### config.mk
export PLATFORM = sky130hd
export DESIGN_NAME = mac_simd_pipe
export DESIGN_NICKNAME = d
export VERILOG_FILES = /design/src/rtl/mac_simd_pipe.sv
export SDC_FILE = /design/constraint.sdc
export NUM_CORES = 1
export LEC_CHECK = 0
export BUFFER_PORTS_ARGS = -buffer_cell sky130_fd_sc_hd__buf_2
export CAP_MARGIN = 15
export CORE_UTILIZATION = 45
export DETAILED_ROUTE_END_ITERATION = 7
export RECOVER_POWER = 100
export SLEW_MARGIN = 5
export SYNTH_ARGS = -nofsm -noshare
export SYNTH_HDL_FRONTEND = slang
export SYNTH_SLANG_ARGS = --single-unit
### constraint.sdc
create_clock -name clk -period 13.4 [get_ports clk]
set_input_delay 2.68 -clock clk [delete_from_list [all_inputs] [get_ports clk]]
set_output_delay 2.68 -clock clk [all_outputs]
set_load 0.02 [all_outputs]
### src/rtl/mac_simd_pipe.sv
`default_nettype none
// ============================================================================
// Module   : mac_simd_pipe
// Brief    : Signed MAC with guard bits, full-width or LANES-way SIMD mode,
//            sticky per-lane saturation and a stallable output pipeline.
// Revision : 1.0 - initial release
// ============================================================================
module mac_simd_pipe #(
    parameter int LANE_W     = 8,
    parameter int LANES      = 2,
    parameter int GUARD      = 4,
    parameter int PIPE_DEPTH = 2
) (
    input  logic                          clk,
    input  logic                          reset,
    input  logic                          in_valid,
    input  logic [2:0]                    instruction,
    input  logic [LANE_W*LANES-1:0]       multiplier,
    input  logic [LANE_W*LANES-1:0]       multiplicand,
    input  logic                          stall,
    output logic                          out_valid,
    output logic [GUARD*LANES-1:0]        protect,
    output logic [2*LANE_W*LANES-1:0]     result,
    output logic [LANES-1:0]              sat_flag
);

    localparam int c_data_w = LANE_W * LANES;
    localparam int c_res_w  = 2 * c_data_w;
    localparam int c_seg_w  = 2 * LANE_W + GUARD;
    localparam int c_acc_w  = LANES * c_seg_w;
    localparam int c_xt_w   = c_acc_w - c_res_w;

    localparam logic [2:0] c_op_mul_f = 3'b001;
    localparam logic [2:0] c_op_mac_f = 3'b010;
    localparam logic [2:0] c_op_sat_f = 3'b011;
    localparam logic [2:0] c_op_mul_s = 3'b101;
    localparam logic [2:0] c_op_mac_s = 3'b110;
    localparam logic [2:0] c_op_sat_s = 3'b111;

    logic [c_acc_w-1:0] r_acc;
    logic               r_acc_vld;
    logic [LANES-1:0]   r_sat;
    logic [c_acc_w-1:0] r_pipe_data [PIPE_DEPTH];
    logic               r_pipe_vld  [PIPE_DEPTH];

    // ---------------- full-width datapath ----------------
    logic signed [c_res_w-1:0] w_full_prod;
    logic [c_acc_w-1:0]        w_full_ext;
    logic [c_acc_w-1:0]        w_full_sum;
    logic [c_xt_w:0]           w_full_hi;
    logic                      w_full_ovf;
    logic [c_acc_w-1:0]        w_full_sat;

    assign w_full_prod = $signed(multiplier) * $signed(multiplicand);
    assign w_full_ext  = {{c_xt_w{w_full_prod[c_res_w-1]}}, w_full_prod};
    assign w_full_sum  = r_acc + w_full_ext;
    // Value fits the 2*DATA_W range only when guard bits and result MSB agree.
    assign w_full_hi   = r_acc[c_acc_w-1:c_res_w-1];
    assign w_full_ovf  = ~(&w_full_hi) & (|w_full_hi);
    assign w_full_sat  = !w_full_ovf ? r_acc :
                         r_acc[c_acc_w-1] ? {{(c_xt_w+1){1'b1}}, {(c_res_w-1){1'b0}}}
                                          : {{(c_xt_w+1){1'b0}}, {(c_res_w-1){1'b1}}};

    // ---------------- split datapath ----------------
    logic [c_acc_w-1:0] w_split_acc;
    logic [LANES-1:0]   w_lane_ovf;

    for (genvar i = 0; i < LANES; i++) begin : g_lane
        logic signed [2*LANE_W-1:0] w_prod;
        logic [c_seg_w-1:0]         w_cur;
        logic [c_seg_w-1:0]         w_prod_ext;
        logic [c_seg_w-1:0]         w_sum;
        logic [c_seg_w-1:0]         w_sat_val;
        logic [c_seg_w-1:0]         w_new;
        logic [GUARD:0]             w_hi;
        logic                       w_ovf;

        // Lane view gathers its guard nibble from the protect field.
        assign w_cur      = {r_acc[c_res_w + i*GUARD +: GUARD], r_acc[i*2*LANE_W +: 2*LANE_W]};
        assign w_prod     = $signed(multiplier[i*LANE_W +: LANE_W])
                          * $signed(multiplicand[i*LANE_W +: LANE_W]);
        assign w_prod_ext = {{GUARD{w_prod[2*LANE_W-1]}}, w_prod};
        assign w_sum      = w_cur + w_prod_ext;
        assign w_hi       = w_cur[c_seg_w-1:2*LANE_W-1];
        assign w_ovf      = ~(&w_hi) & (|w_hi);
        assign w_sat_val  = !w_ovf ? w_cur :
                            w_cur[c_seg_w-1] ? {{(GUARD+1){1'b1}}, {(2*LANE_W-1){1'b0}}}
                                             : {{(GUARD+1){1'b0}}, {(2*LANE_W-1){1'b1}}};

        always_comb begin
            case (instruction)
                c_op_mul_s: w_new = w_prod_ext;
                c_op_mac_s: w_new = w_sum;
                c_op_sat_s: w_new = w_sat_val;
                default:    w_new = w_cur;
            endcase
        end

        assign w_lane_ovf[i] = w_ovf;
        assign w_split_acc[c_res_w + i*GUARD +: GUARD]  = w_new[c_seg_w-1 -: GUARD];
        assign w_split_acc[i*2*LANE_W +: 2*LANE_W]      = w_new[2*LANE_W-1:0];
    end

    // ---------------- next-state selection ----------------
    logic [c_acc_w-1:0] w_acc_next;
    logic [LANES-1:0]   w_sat_next;

    always_comb begin
        w_acc_next = r_acc;
        w_sat_next = r_sat;
        if (in_valid) begin
            case (instruction)
                c_op_mul_f: w_acc_next = w_full_ext;
                c_op_mac_f: w_acc_next = w_full_sum;
                c_op_sat_f: begin
                    w_acc_next = w_full_sat;
                    if (w_full_ovf) w_sat_next[0] = 1'b1;
                end
                c_op_mul_s, c_op_mac_s: w_acc_next = w_split_acc;
                c_op_sat_s: begin
                    w_acc_next = w_split_acc;
                    w_sat_next = r_sat | w_lane_ovf;
                end
                default: begin
                    w_acc_next = '0;
                    w_sat_next = '0;
                end
            endcase
        end
    end

    // The registered accumulator is the first delay; the pipe adds PIPE_DEPTH-1... plus
    // the stage-0 register, so an update is seen PIPE_DEPTH edges after acceptance.
    always_ff @(posedge clk) begin
        if (reset) begin
            r_acc     <= '0;
            r_acc_vld <= 1'b0;
            r_sat     <= '0;
            for (int k = 0; k < PIPE_DEPTH; k++) begin
                r_pipe_data[k] <= '0;
                r_pipe_vld[k]  <= 1'b0;
            end
        end else if (!stall) begin
            r_acc     <= w_acc_next;
            r_acc_vld <= in_valid;
            r_sat     <= w_sat_next;
            r_pipe_data[PIPE_DEPTH-1] <= r_acc;
            r_pipe_vld[PIPE_DEPTH-1]  <= r_acc_vld;
            for (int k = 0; k < PIPE_DEPTH-1; k++) begin
                r_pipe_data[k] <= r_pipe_data[k+1];
                r_pipe_vld[k]  <= r_pipe_vld[k+1];
            end
        end
    end

    assign out_valid = r_pipe_vld[0];
    assign result    = r_pipe_data[0][c_res_w-1:0];
    assign protect   = r_pipe_data[0][c_acc_w-1:c_res_w];
    assign sat_flag  = r_sat;

endmodule
`default_nettype wire

==> results.sh <==
export IMPL_outcome="finished with violations"
export IMPL_violations="DRC, capacitance limit, slew limit"
export IMPL_path_buf_inv=4
export IMPL_critPathSlowestCell="fa_1"
export IMPL_drtIter0Drc=1112
export IMPL_wl_per_cell_um=18.48
export IMPL_ios=82
export IMPL_tns_ns=0
export IMPL_synth_edf_count=82
export IMPL_hold_slack_ns=0.4521
export IMPL_critPathMaxStageDelay_ns=0.93
export IMPL_fmax_mhz=84.52
export IMPL_rsz0062_at_grt="no"
export IMPL_cts_buffers_inserted=17
export IMPL_core_mm2=0.05120
export IMPL_start_util_pct=45.52
export IMPL_layout_commonest_cell="inv_1"
export IMPL_async_flop_share_pct=0
export IMPL_cts_tree="built"
export IMPL_numPortBuffers=81
export IMPL_worstPathMaxFanout=16
export IMPL_num_antenna_cells=0
export IMPL_place_gp_congestion=0.9254
export IMPL_finClkSkew_ns=0.01121
export IMPL_synth_seq_cells=125
export IMPL_clk_pin_slew_ns=0.06
export IMPL_grt_util_all_layers_pct=23.01
export IMPL_drive_above_1_share_pct=3.638
export IMPL_yosysSeqAreaShare_pct=14.26
export IMPL_post_cts_resized=0
export IMPL_worst_path_most_repeated_cell="fa_1"
export IMPL_finalCritPeriodShare_pct=88.29
export IMPL_period_needed_ns=11.83
export IMPL_drtAntennaViolNets=0
export IMPL_layout_common_cells="inv_1 (456), fa_1 (352), ha_1 (218)"
export IMPL_cts_root_buf="clkbuf_16"
export IMPL_crit_type="input pin to register"
export IMPL_grt_pass1_wl_mm=95.73
export IMPL_placementRows=83
export IMPL_vias=17540
export IMPL_synth_area_mm2=0.02330
export IMPL_cts_hold_buffers=0
export IMPL_synthCells=2552
export IMPL_finalSetupViolCount=0
export IMPL_cp_data_required_time_ns=13.71
export IMPL_cts_setup_buffers=0
export IMPL_cp_top_family="adder cells"
export IMPL_dp_cells=3204
export IMPL_syn_nets=3161
export IMPL_drt_total_wl_mm=59.82
export IMPL_cts_buffer_depth=2
export IMPL_slew_violations=164
export IMPL_synthFlopType="edfxtp_1"
export IMPL_timing_hold_violations_final=0
export IMPL_drc_errors=2
export IMPL_layout_area_overhead_vs_synth_pct=5.192
export IMPL_tightest_slew_ns=4.226
export IMPL_die_h_um=229.6
export IMPL_endpoint_kind="register"
export IMPL_nNetsFinal=3152
export IMPL_grt_pass1_vias=17780
export IMPL_clk_latency_ns=0.43
export IMPL_firstDrtPassIters=7
export IMPL_maxCapViolations=2
export IMPL_ys_warn_count=0
export IMPL_utilization_pct=47.88
export IMPL_via_per_inst=5.419
export IMPL_antenna_found_initial=0
export IMPL_cts_sinks=125
export IMPL_dp_hpwl_mm=49.13
export IMPL_synth_cell_types=87
export IMPL_stdcell_count=3236
export IMPL_dieWidth_um=229.6
export IMPL_grt_max_degree=83
export IMPL_hp_class="register to register"
export IMPL_cp_start_kind="input pin"
export IMPL_worstPathArrival_ns=12.14
export IMPL_slew_headroom_pct=-181.7
export IMPL_grt_ovfl_total=0
export IMPL_rrSetupSlack_ns=9.14
export IMPL_htree_levels=4
export IMPL_dieArea_mm2=0.05270
export IMPL_syn_avg_cell_area_um2=9.132
cell type report:
cell class,instances,area [um2]
Clock buffer,17,425.4
Clock inverter,15,170.2
Fill cell,4842,26680
Inverter,457,1715
Multi-Input combinational cell,1852,17630
Sequential cell,125,3323
Tap cell,680,850.8
Timing Repair Buffer,90,399.1
per-layer routing:
layer  vias up  wire length, um  track usage [%]
met3        61             2893            2.241
met4         0              898            5.000
met5         -                0                0
met2       454            28100            38.21
li1       8300                -                -
met1      8720            27920            32.39
sequential cells by signal, indices dropped and copies added (netlist names):
| name | count |
|---|---|
| r_acc | 40 |
| r_pipe_data | 80 |
| r_acc_vld | 1 |
| r_pipe_vld | 2 |
| sat_flag | 2 |
worst min-delay path, cell delays in order, from the launching register on:
cell and delay, ns:
dfxtp_1 0.30, nand2_1 0.05, a21oi_1 0.05
cell usage after synthesis (6+ instances only):
master	n	share of area [%]
and2_1	218	5.9
a21o_1	55	1.8
or3_1	9	0.24
clkbuf_1	73	1.2
xor2_1	38	1.4
o211ai_1	11	0.35
mux2i_1	8	0.34
ha_1	218	12
inv_1	456	7.3
nor3_1	28	0.60
o221ai_1	8	0.30
o21a_1	27	0.87
nor2_1	97	1.6
a21oi_1	136	2.9
o21bai_1	17	0.55
buf_4	40	1.3
o21ai_1	29	0.62
and3_1	12	0.32
nand2_1	195	3.1
nand4_1	7	0.19
nor2b_1	12	0.32
a31oi_1	11	0.30
a221o_1	12	0.52
xnor2_1	83	3.1
nand2b_1	33	0.89
edfxtp_1	82	11
o21ai_0	69	1.5
nand3_1	13	0.28
a211oi_1	25	0.81
a221oi_1	20	0.75
dfxtp_1	43	3.7
fa_1	352	30
a22oi_1	6	0.19
final timing paths:
check / start / end / depth (start not counted)
setup / recovery: multiplicand[1] / r_acc[36] / 29
setup reg to reg: r_acc[13] / r_acc[32] / 11
hold / removal: r_acc_vld / r_acc_vld / 2
hold reg to reg: r_acc_vld / r_acc_vld / 2
logic make-up (layout without fill, tap and decap cells):
kind of cell             count (synthesis)  in the layout  synth area share, %
AO/OA/AOI/OAI                          491            491                14.13
XOR/XNOR                               124            124                4.816
adder cells (fa/ha/maj)                570            570                41.94
buffers and inverters                  575            579                9.917
flip-flops                             125            125                14.26
multiplexers                             9              9               0.3920
AND/OR/NAND/NOR                        658            658                14.54
per-stage QoR:
step,area [um2],worst slack [ns]
after floorplan,23300,2.557
after global placement,24050,1.925
after detailed placement,24050,1.672
after CTS,24640,2.094
after global routing,24510,1.182
final,24510,1.569
Power is left out: the tool's default activity adds up to more than one toggle a clock period on the data nets, which glitch-free logic cannot reach.
